### config.mk
export PLATFORM = sky130hd
export DESIGN_NAME = clockworks_sequencer
export DESIGN_NICKNAME = d
export VERILOG_FILES = /design/src/rtl/clockworks_sequencer.sv
export SDC_FILE = /design/constraint.sdc
export NUM_CORES = 1
export LEC_CHECK = 0
export CORE_ASPECT_RATIO = 0.9
export CORE_MARGIN = 5
export CORE_UTILIZATION = 40
export DETAILED_ROUTE_END_ITERATION = 10
export PLACE_DENSITY = 0.63
export SLEW_MARGIN = 20
export SYNTH_ARGS = -nofsm -noshare
export SYNTH_HDL_FRONTEND = slang
export SYNTH_SLANG_ARGS = --single-unit
### constraint.sdc
create_clock -name CLK -period 2.1 [get_ports CLK]
set_input_delay 0.21 -clock CLK [delete_from_list [all_inputs] [get_ports CLK]]
set_output_delay 0.21 -clock CLK [all_outputs]
set_load 0.03 [all_outputs]
### src/rtl/clockworks_sequencer.sv
`default_nettype none
// ============================================================================
// Module      : clockworks_sequencer
// Description : Single-clock reset sequencer and debug clock-enable generator.
//               After a power-on hold period the staged active-low resets
//               are released one domain at a time. Once all domains are out
//               of reset, a registered clock-enable is produced in run,
//               power-of-two divided, debounced single-step or pause mode.
//               A synchronous soft reset restarts the whole sequence.
// Ports       : CLK       - board clock, rising edge
//               RESET     - asynchronous active-low board reset
//               soft_rst  - synchronous restart request
//               mode      - 00 run, 01 divided, 10 single-step, 11 pause
//               div_sel   - log2 of ce period in divided mode
//               step_btn  - raw push-button, active-high
//               ce        - registered clock-enable
//               resetn    - staged active-low resets, bit 0 released first
//               ready     - high once every domain has been released
// Revision    : 1.0 - initial release
// ============================================================================
module clockworks_sequencer #(
    parameter int unsigned N_DOMAINS     = 3,
    parameter int unsigned HOLD_BITS     = 16,
    parameter int unsigned STAGE_GAP     = 16,
    parameter int unsigned DIV_BITS      = 24,
    parameter int unsigned DEBOUNCE_BITS = 16
) (
    input  logic                 CLK,
    input  logic                 RESET,
    input  logic                 soft_rst,
    input  logic [1:0]           mode,
    input  logic [4:0]           div_sel,
    input  logic                 step_btn,
    output logic                 ce,
    output logic [N_DOMAINS-1:0] resetn,
    output logic                 ready
);

    localparam int unsigned c_gap_w = (STAGE_GAP > 1) ? $clog2(STAGE_GAP) : 1;
    localparam logic [c_gap_w-1:0] c_gap_last = c_gap_w'(STAGE_GAP - 1);

    localparam logic [1:0] c_mode_run  = 2'b00;
    localparam logic [1:0] c_mode_div  = 2'b01;
    localparam logic [1:0] c_mode_step = 2'b10;

    typedef enum logic [1:0] {
        S_HOLD  = 2'd0,
        S_STAGE = 2'd1,
        S_RUN   = 2'd2
    } state_t;

    // ------------------------------------------------------------------
    // Reset synchronizer: asserts asynchronously, releases after two edges.
    // Everything else advances only once the synchronized reset is high.
    // ------------------------------------------------------------------
    logic [1:0] r_rst_sync;
    logic       w_run;

    always_ff @(posedge CLK or negedge RESET) begin
        if (!RESET) begin
            r_rst_sync <= 2'b00;
        end else begin
            r_rst_sync <= {r_rst_sync[0], 1'b1};
        end
    end

    assign w_run = r_rst_sync[1];

    // ------------------------------------------------------------------
    // Step button: 2-flop synchronizer followed by a debouncer. Runs in all
    // sequencer states, so a press finishing before ready is simply lost.
    // ------------------------------------------------------------------
    logic [1:0]               r_btn_sync;
    logic                     r_btn_db;
    logic [DEBOUNCE_BITS-1:0] r_db_cnt;
    logic                     w_btn_synced;
    logic                     w_db_flip;
    logic                     w_step_rise;

    assign w_btn_synced = r_btn_sync[1];
    // The level flips on the 2^DEBOUNCE_BITS-th consecutive differing cycle.
    assign w_db_flip    = (w_btn_synced != r_btn_db) && (&r_db_cnt);
    assign w_step_rise  = w_db_flip && w_btn_synced;

    always_ff @(posedge CLK or negedge RESET) begin
        if (!RESET) begin
            r_btn_sync <= 2'b00;
            r_btn_db   <= 1'b0;
            r_db_cnt   <= '0;
        end else if (w_run) begin
            r_btn_sync <= {r_btn_sync[0], step_btn};
            if (w_btn_synced != r_btn_db) begin
                if (&r_db_cnt) begin
                    r_btn_db <= w_btn_synced;
                    r_db_cnt <= '0;
                end else begin
                    r_db_cnt <= r_db_cnt + 1'b1;
                end
            end else begin
                r_db_cnt <= '0;
            end
        end
    end

    // ------------------------------------------------------------------
    // Sequencer FSM: HOLD -> STAGE -> RUN.
    // resetn is a shift register filling with ones from bit 0, so released
    // domains stay released and the order is fixed by construction.
    // ------------------------------------------------------------------
    state_t                 r_state;
    state_t                 w_state_nxt;
    logic [HOLD_BITS-1:0]   r_hold_cnt;
    logic [HOLD_BITS-1:0]   w_hold_cnt_nxt;
    logic [c_gap_w-1:0]     r_gap_cnt;
    logic [c_gap_w-1:0]     w_gap_cnt_nxt;
    logic [N_DOMAINS-1:0]   r_resetn;
    logic [N_DOMAINS-1:0]   w_resetn_nxt;
    logic [N_DOMAINS-1:0]   w_resetn_shift;
    logic                   r_ready;
    logic                   w_ready_nxt;

    assign w_resetn_shift = (r_resetn << 1) | N_DOMAINS'(1);

    always_comb begin
        w_state_nxt    = r_state;
        w_hold_cnt_nxt = r_hold_cnt;
        w_gap_cnt_nxt  = r_gap_cnt;
        w_resetn_nxt   = r_resetn;
        w_ready_nxt    = r_ready;
        if (soft_rst) begin
            w_state_nxt    = S_HOLD;
            w_hold_cnt_nxt = '0;
            w_gap_cnt_nxt  = '0;
            w_resetn_nxt   = '0;
            w_ready_nxt    = 1'b0;
        end else begin
            case (r_state)
                S_HOLD: begin
                    if (&r_hold_cnt) begin
                        w_hold_cnt_nxt = '0;
                        w_gap_cnt_nxt  = '0;
                        w_resetn_nxt   = w_resetn_shift;
                        // A single domain goes straight to RUN.
                        if (&w_resetn_shift) begin
                            w_state_nxt = S_RUN;
                            w_ready_nxt = 1'b1;
                        end else begin
                            w_state_nxt = S_STAGE;
                        end
                    end else begin
                        w_hold_cnt_nxt = r_hold_cnt + 1'b1;
                    end
                end
                S_STAGE: begin
                    if (r_gap_cnt == c_gap_last) begin
                        w_gap_cnt_nxt = '0;
                        w_resetn_nxt  = w_resetn_shift;
                        if (&w_resetn_shift) begin
                            w_state_nxt = S_RUN;
                            w_ready_nxt = 1'b1;
                        end
                    end else begin
                        w_gap_cnt_nxt = r_gap_cnt + 1'b1;
                    end
                end
                S_RUN: begin
                end
                default: begin
                    w_state_nxt = S_HOLD;
                end
            endcase
        end
    end

    // ------------------------------------------------------------------
    // Clock-enable generation. The terminal count mask has its low
    // min(div_sel, DIV_BITS) bits set, i.e. 2^d - 1.
    // ------------------------------------------------------------------
    logic [DIV_BITS-1:0] w_div_term;
    logic [DIV_BITS-1:0] r_div_cnt;
    logic [DIV_BITS-1:0] w_div_cnt_nxt;
    logic [1:0]          r_mode_q;
    logic [4:0]          r_div_sel_q;
    logic                w_cfg_changed;
    logic                r_ce;
    logic                w_ce_nxt;

    for (genvar gi = 0; gi < DIV_BITS; gi++) begin : g_div_term
        assign w_div_term[gi] = ({27'd0, div_sel} > 32'(gi));
    end

    // Any mode or divider change restarts the divider with a ce gap.
    assign w_cfg_changed = (mode != r_mode_q) || (div_sel != r_div_sel_q);

    always_comb begin
        w_ce_nxt      = 1'b0;
        w_div_cnt_nxt = '0;
        if (!soft_rst && r_ready && !w_cfg_changed) begin
            case (mode)
                c_mode_run: begin
                    w_ce_nxt = 1'b1;
                end
                c_mode_div: begin
                    if (r_div_cnt == w_div_term) begin
                        w_ce_nxt = 1'b1;
                    end else begin
                        w_div_cnt_nxt = r_div_cnt + 1'b1;
                    end
                end
                c_mode_step: begin
                    w_ce_nxt = w_step_rise;
                end
                default: begin
                end
            endcase
        end
    end

    // ------------------------------------------------------------------
    // State registers.
    // ------------------------------------------------------------------
    always_ff @(posedge CLK or negedge RESET) begin
        if (!RESET) begin
            r_state     <= S_HOLD;
            r_hold_cnt  <= '0;
            r_gap_cnt   <= '0;
            r_resetn    <= '0;
            r_ready     <= 1'b0;
            r_div_cnt   <= '0;
            r_mode_q    <= 2'b00;
            r_div_sel_q <= 5'd0;
            r_ce        <= 1'b0;
        end else if (w_run) begin
            r_state     <= w_state_nxt;
            r_hold_cnt  <= w_hold_cnt_nxt;
            r_gap_cnt   <= w_gap_cnt_nxt;
            r_resetn    <= w_resetn_nxt;
            r_ready     <= w_ready_nxt;
            r_div_cnt   <= w_div_cnt_nxt;
            r_mode_q    <= mode;
            r_div_sel_q <= div_sel;
            r_ce        <= w_ce_nxt;
        end
    end

    assign ce     = r_ce;
    assign resetn = r_resetn;
    assign ready  = r_ready;

endmodule
`default_nettype wire

# Yosys cells after proc, flatten, opt, wreduce, memory -nomap -nowiden
# Cells that the tools add are included.
[classes]
eq_ne = 13
add_sub_neg = 4
order_cmp = 24
n_mux = 30
reduce_logical = 19
[op_table]
columns = ["cell", "n"]
rows = [
  ["$mux 16", 5],
  ["$mux 24", 3],
  ["$gt 5x4->1 const B", 8],
  ["$gt 5x5->1 const B", 8],
  ["$add 16x1->16 const B", 2],
  ["$reduce_and 16->1", 2],
  ["$add 24x1->24 const B", 1],
  ["$eq 24x24->1", 1],
  ["$gt 5x3->1 const B", 4],
  ["$reduce_and 18->1", 1],
  ["$mux 4", 3],
  ["$gt 5x1->1 const B", 2],
  ["$gt 5x2->1 const B", 2],
  ["$mux 2", 5],
  ["$mux 3", 3],
  ["$ne 3x3->1 const B", 3],
  ["$pmux 4 s2", 1],
  ["$mux 1", 6],
  ["$pmux 2 s3", 1],
  ["$pmux 3 s2", 1],
  ["$ne 5x5->1", 1],
  ["$reduce_and 5->1", 1],
  ["$add 4x1->4 const B", 1],
  ["$eq 2x1->1 const B", 2],
  ["other kinds (16)", 23],
]
[word_totals]
regBits = 79
in_bits = 11
out_inout_bits = 5

# Logic depth before layout (Yosys ltp)
[logic_depth]
depth_word = 5
depth_mapped = 10
depth_no_buf = 8

# Least setup slack after synthesis
# OpenSTA, ideal clock, no wires.
[synth_path]
path_type = "register -> register"
from = "reg r_hold_cnt[9]"
to = "reg r_hold_cnt[10]"
t_required_ps = 1971
setup_slack_ps = -3
setup_time_ps = 129
synth_period_minus_slack_ps = 2103
n_path_buf = 1
path_stages_with_launch = 9
t_arrival_ps = 1974
cell_sequence = "dfrtp_1 and4_1 nand4_1 o41ai_1 and2_1 buf_4 nor2_1 o21ai_0 o21ai_0"
[synth_between]
elab_chain_len = 4
word_cells_on_any_way = 5
classes_between = "add/sub: 1; mux: 3; reduce/logical: 1"
[synth_rtl]
columns = ["element", "line", "source"]
rows = [
  ["start: declaration", "112", "logic [HOLD_BITS-1:0] r_hold_cnt;"],
  ["start signal: assignment", "235", "r_hold_cnt <= w_hold_cnt_nxt;"],
  ["$add 16x1->16 / $reduce_and 16->1 (equally long branches)", "151, 139", ""],
  ["$mux 16 (*)", "139", "if (&r_hold_cnt) begin"],
  ["$mux 16 (*)", "137", "case (r_state)"],
  ["$mux 16 (*)", "130", "if (soft_rst) begin"],
]
# Mark *: on every way between the ends. The rest lies on a longest branch, timed or not. The select of a mux whose other input is x is not followed.
# A chain may end at the register's enable or synchronous reset.

# Final worst setup path
[layout_path]
from = "in div_sel[0]"
to = "reg r_div_cnt[17]"
[layout_between]
elab_chain_len = 5
word_cells_on_any_way = 32
classes_between = "order compare: 24; eq/ne: 2; mux: 3; reduce/logical: 3"
[layout_rtl]
columns = ["element", "line", "source"]
rows = [
  ["start: declaration", "32", "input logic [4:0] div_sel,"],
  ["$gt 5x1->1 (tied with other cells)", "189", "assign w_div_term[gi] = ({27'd0, div_sel} > 32'(gi));"],
  ["$eq 24x24->1 / $logic_or 1x1->1 (equally long branches)", "204, 193", ""],
  ["$mux 24 / $logic_not 1->1 (equally long branches)", "204, 198", ""],
  ["$mux 24 / $logic_and 1x1->1 (equally long branches)", "199, 198", ""],
  ["$mux 24 (*)", "198", "if (!soft_rst && r_ready && !w_cfg_changed) begin"],
  ["end signal: assignment", "239", "r_div_cnt <= w_div_cnt_nxt;"],
  ["end: declaration", "180", "logic [DIV_BITS-1:0] r_div_cnt;"],
]
# Mark *: on every way between the ends. The rest lies on a longest branch, timed or not.

==> flow_metrics.py <==
metrics = {
    "logic_synthesis": {
        "syn_area_sq_um": 4751,
        "synthDistinctLibCells": 66,
        "yosysWarnings": 0,
        "avgSynthCellArea_sq_um": 8.798,
        "synth_common_cells": "dfrtp_1 (79), nor2_1 (47), nand2_1 (45), nand3_1 (43), o21ai_0 (39)",
        "yosysTopAreaCell": "dfrtp_1",
        "netlist.area_leader.share_pct": 41.61,
        "seq_area_frac_synth_pct": 41.61,
        "synth_cells": 540,
        "synth_area_leaders": "dfrtp_1 (42%), nand3_1 (4.5%), o21ai_0 (4.1%)",
        "postSynth.asyncResetShare_pct": 100.0,
        "synth.net_count": 555,
        "ys_ff_latch": 79,
        "synthFlopType": "dfrtp_1",
        "synth_edf_count": 0,
        "yosys.cell_count.top_type": "dfrtp_1",
    },
    "critical_path": {
        "required_ns": 2.30,
        "end_kind": "flop",
        "worst_path_largest_cell_delay_ns": 0.43,
        "r2r-start": "r_div_cnt[14]$_DFFE_PN0P_",
        "critPathKind": "in2reg",
        "reg2reg_depth": 8,
        "cp_max_fo": 5,
        "arrival_ns": 2.33,
        "worstReg2RegEnd": "r_div_cnt[17]$_DFFE_PN0P_",
        "reg2reg_setup_slack_ns": 0,
        "critPathLaunchType": "primary input",
        "path_cells": "dlygate4sd2_1 > or3_4 > or4_4 > a32oi_2 > buf_4 > nand4_4 > buf_6 > nand3_2 > o221ai_1",
        "slowest_stage": "or4_4",
    },
    "place": {
        "post-place-cells": 751,
        "port_buffers": 15,
        "place_hpwl_mm": 8.639,
        "place_congestion": 0.8835,
    },
    "cells_and_area": {
        "areaGrowthSynthToFinish_pct": 27.97,
        "drive_above_1_share_pct": 22.82,
        "final_cells": 774,
        "nets": 629,
        "final_util_pct": 52.74,
        "antenna_cells": 0,
    },
    "status": {
        "violations": "setup timing",
        "status": "finished with violations",
    },
    "routing": {
        "dr.pass1.iters": 5,
        "routed_wl_mm": 12.27,
        "avgRoutedWirePerCell_um": 15.85,
        "viasPerCell": 5.633,
        "drtIter0Drc": 310,
        "vias": 4360,
        "ant_nets": 0,
        "drc": 0,
    },
    "timing": {
        "min_period_ns": 2.135,
        "fin_ws_ns": -0.03532,
        "hold_violations": 0,
        "maxSlewViolCount": 0,
        "finClkSkew_ns": 0.006800,
        "max_freq_mhz": 468.3,
        "setup_viol": 2,
        "relSlewSlack_pct": 64.66,
        "worstMarginPinSlew_ns": 0.5296,
        "hold-worst-slack_ns": 0.3501,
        "period_share_pct": 101.7,
        "setup_tns_ns": -0.06088,
        "rsz0062_at_grt": "yes",
    },
    "floorplan": {
        "dieArea_sq_um": 14160,
        "pin_count": 16,
        "die_w_um": 124.9,
        "core_area_sq_um": 11530,
        "start_util_pct": 41.21,
        "dieHeight_um": 113.4,
        "num_rows": 37,
    },
    "pwr": {
        "leakage_uw": 0.002549,
        "p_sw_uw": 905.3,
        "combPwrFrac_pct": 11.2,
        "switching_share_pct": 23.87,
        "peakVddDrop_mv": 0.4996,
        "p_total_uw": 3792,
        "clockPowerShare_pct": 45.9,
        "seq_power_share_pct": 42.9,
        "p_int_uw": 2886,
        "p_per_area_nw_per_um2": 623.7,
    },
    "min_path": {
        "worstHoldPathCells": 0,
        "hold_path_class": "reg2reg",
        "min_to": "r_rst_sync[1]$_DFF_PN0_",
        "min-delay-start": "r_rst_sync[0]$_DFF_PN0_",
    },
    "grt": {
        "grtUsageTotal_pct": 17.50,
        "grt_pass1_wl_mm": 20.63,
        "grt_antenna_before_repair": 0,
        "grt_pass1_vias": 4313,
        "globalRouteOverflowTotal": 0,
        "grt_start_max_net_pins": 40,
    },
    "clock_network": {
        "clkLatencyLatePin_ns": 0.34,
        "cts.sinks": 79,
        "cts_buffers": 9,
        "cts.path.max_buffers": 2,
        "cts.clk_slew.worst_paths_ns": 0.06,
        "htreeDepth": 3,
        "tritoncts": "done",
        "cts_root_buf": "clkbuf_16",
    },
    "job": {
        "max_cap_viol_count": 0,
    },
}
[metal layers]
layer | global-route usage, % | wire length [um] | up-vias
li1 | - | - | 2120
met1 | 23.10 | 5706 | 2120
met2 | 29.00 | 5796 | 96
met3 | 3.933 | 559 | 24
met4 | 5.419 | 208 | 0
met5 | 0 | 0 | -
[cell families after synthesis]
logic type | share of synthesized area, %
and+or+nand+nor | 24.68
AOI/OAI and AO/OA | 19.52
DFF | 41.61
buffers and inverters | 4.925
xor gates and xnor gates | 5.346
muxes | 2.792
adders and majority gates | 1.054
other | 0.07893
[power by group through the flow]
| stage | Combinational, uW | Clock (uW) | Sequential [uW] |
|---|---|---|---|
| final | 424 | 1740 | 1630 |
| after global routing | 470 | 1840 | 1640 |
| after detailed placement | 411 | 0 | 1650 |
| after global placement | 401 | 0 | 1650 |
| after CTS | 416 | 1770 | 1630 |
| after floorplan | 216 | 0 | 1660 |
[per-stage QoR]
step	cell area, sq um	setup slack [ns]
floorplan	4758	0.02060
global route	6080	-0.1037
CTS	5869	0.01160
global placement	5480	-0.5520
detailed placement	5480	-0.6298
finish	6080	-0.03532
[what timing repair did]
item	4_1_cts	5_1_grt
hold buffers	1	0
cloned	0	4
resized for setup	18	32
setup buffers	0	3
setup endpoints to repair	25	31
pin swaps	6	20
hold endpoints to repair	36	0
[state kept, by name, summed over array words and instances, names as in the netlist]
register / flops
r_state: 2
ce: 1
r_hold_cnt: 16
r_rst_sync: 2
r_div_sel_q: 5
r_db_cnt: 16
r_btn_sync: 2
ready: 1
resetn: 3
r_mode_q: 2
r_btn_db: 1
r_gap_cnt: 4
r_div_cnt: 24
[critical path, delay by kind of cell]
kind | cells | cell delay (ns)
and+or+nand+nor | 4 | 1.07
buffers and inverters | 3 | 0.66
AOI/OAI and AO/OA | 2 | 0.39
[cell usage in the layout, fill, tap and decap left out, drive strengths merged, types with 3 or more instances in the layout]
cell,instances
dlygate4sd2,4
dfrtp,79
nor2,47
nor3,16
nand4,16
a21o,3
inv,26
ha,4
o221ai,5
or3,3
clkbuf,13
nor4,7
nand2b,6
o31ai,5
mux2,10
and3,12
a211oi,3
xor2,15
o211ai,17
buf,73
a31oi,10
nor2b,9
clkdlybuf4s50,9
and4,5
and2,7
a21oi,14
xnor2,14
o21ai,51
nand3,43
nand2,47
o2bb2ai,4
a22o,3
[cell type report]
class	instances	area, sq um
multi-input combinational	410	2748
inverter	26	97.59
sequential	79	1981
clock inverter	3	65.06
fill	1023	5448
tap	156	195.2
clock buffer	12	266.5
timing repair buffer	88	726.9
[worst max-delay path by stage]
stage | to | cells past startpoint | from | slack (ns)
after floorplan | r_gap_cnt[2]$_DFFE_PN0P_ | 7 | r_hold_cnt[9]$_DFFE_PN0P_ | 0.02
final | r_div_cnt[17]$_DFFE_PN0P_ | 9 | div_sel[0] | -0.04
after detailed placement | r_div_cnt[4]$_DFFE_PN0P_ | 10 | div_sel[1] | -0.63
after global routing | r_div_cnt[21]$_DFFE_PN0P_ | 7 | r_div_cnt[12]$_DFFE_PN0P_ | -0.10
after global placement | r_div_cnt[9]$_DFFE_PN0P_ | 11 | div_sel[1] | -0.55
after CTS | r_div_cnt[4]$_DFFE_PN0P_ | 10 | r_div_cnt[11]$_DFFE_PN0P_ | 0.01
No activity file was read; power rests on OpenSTA's default activity.
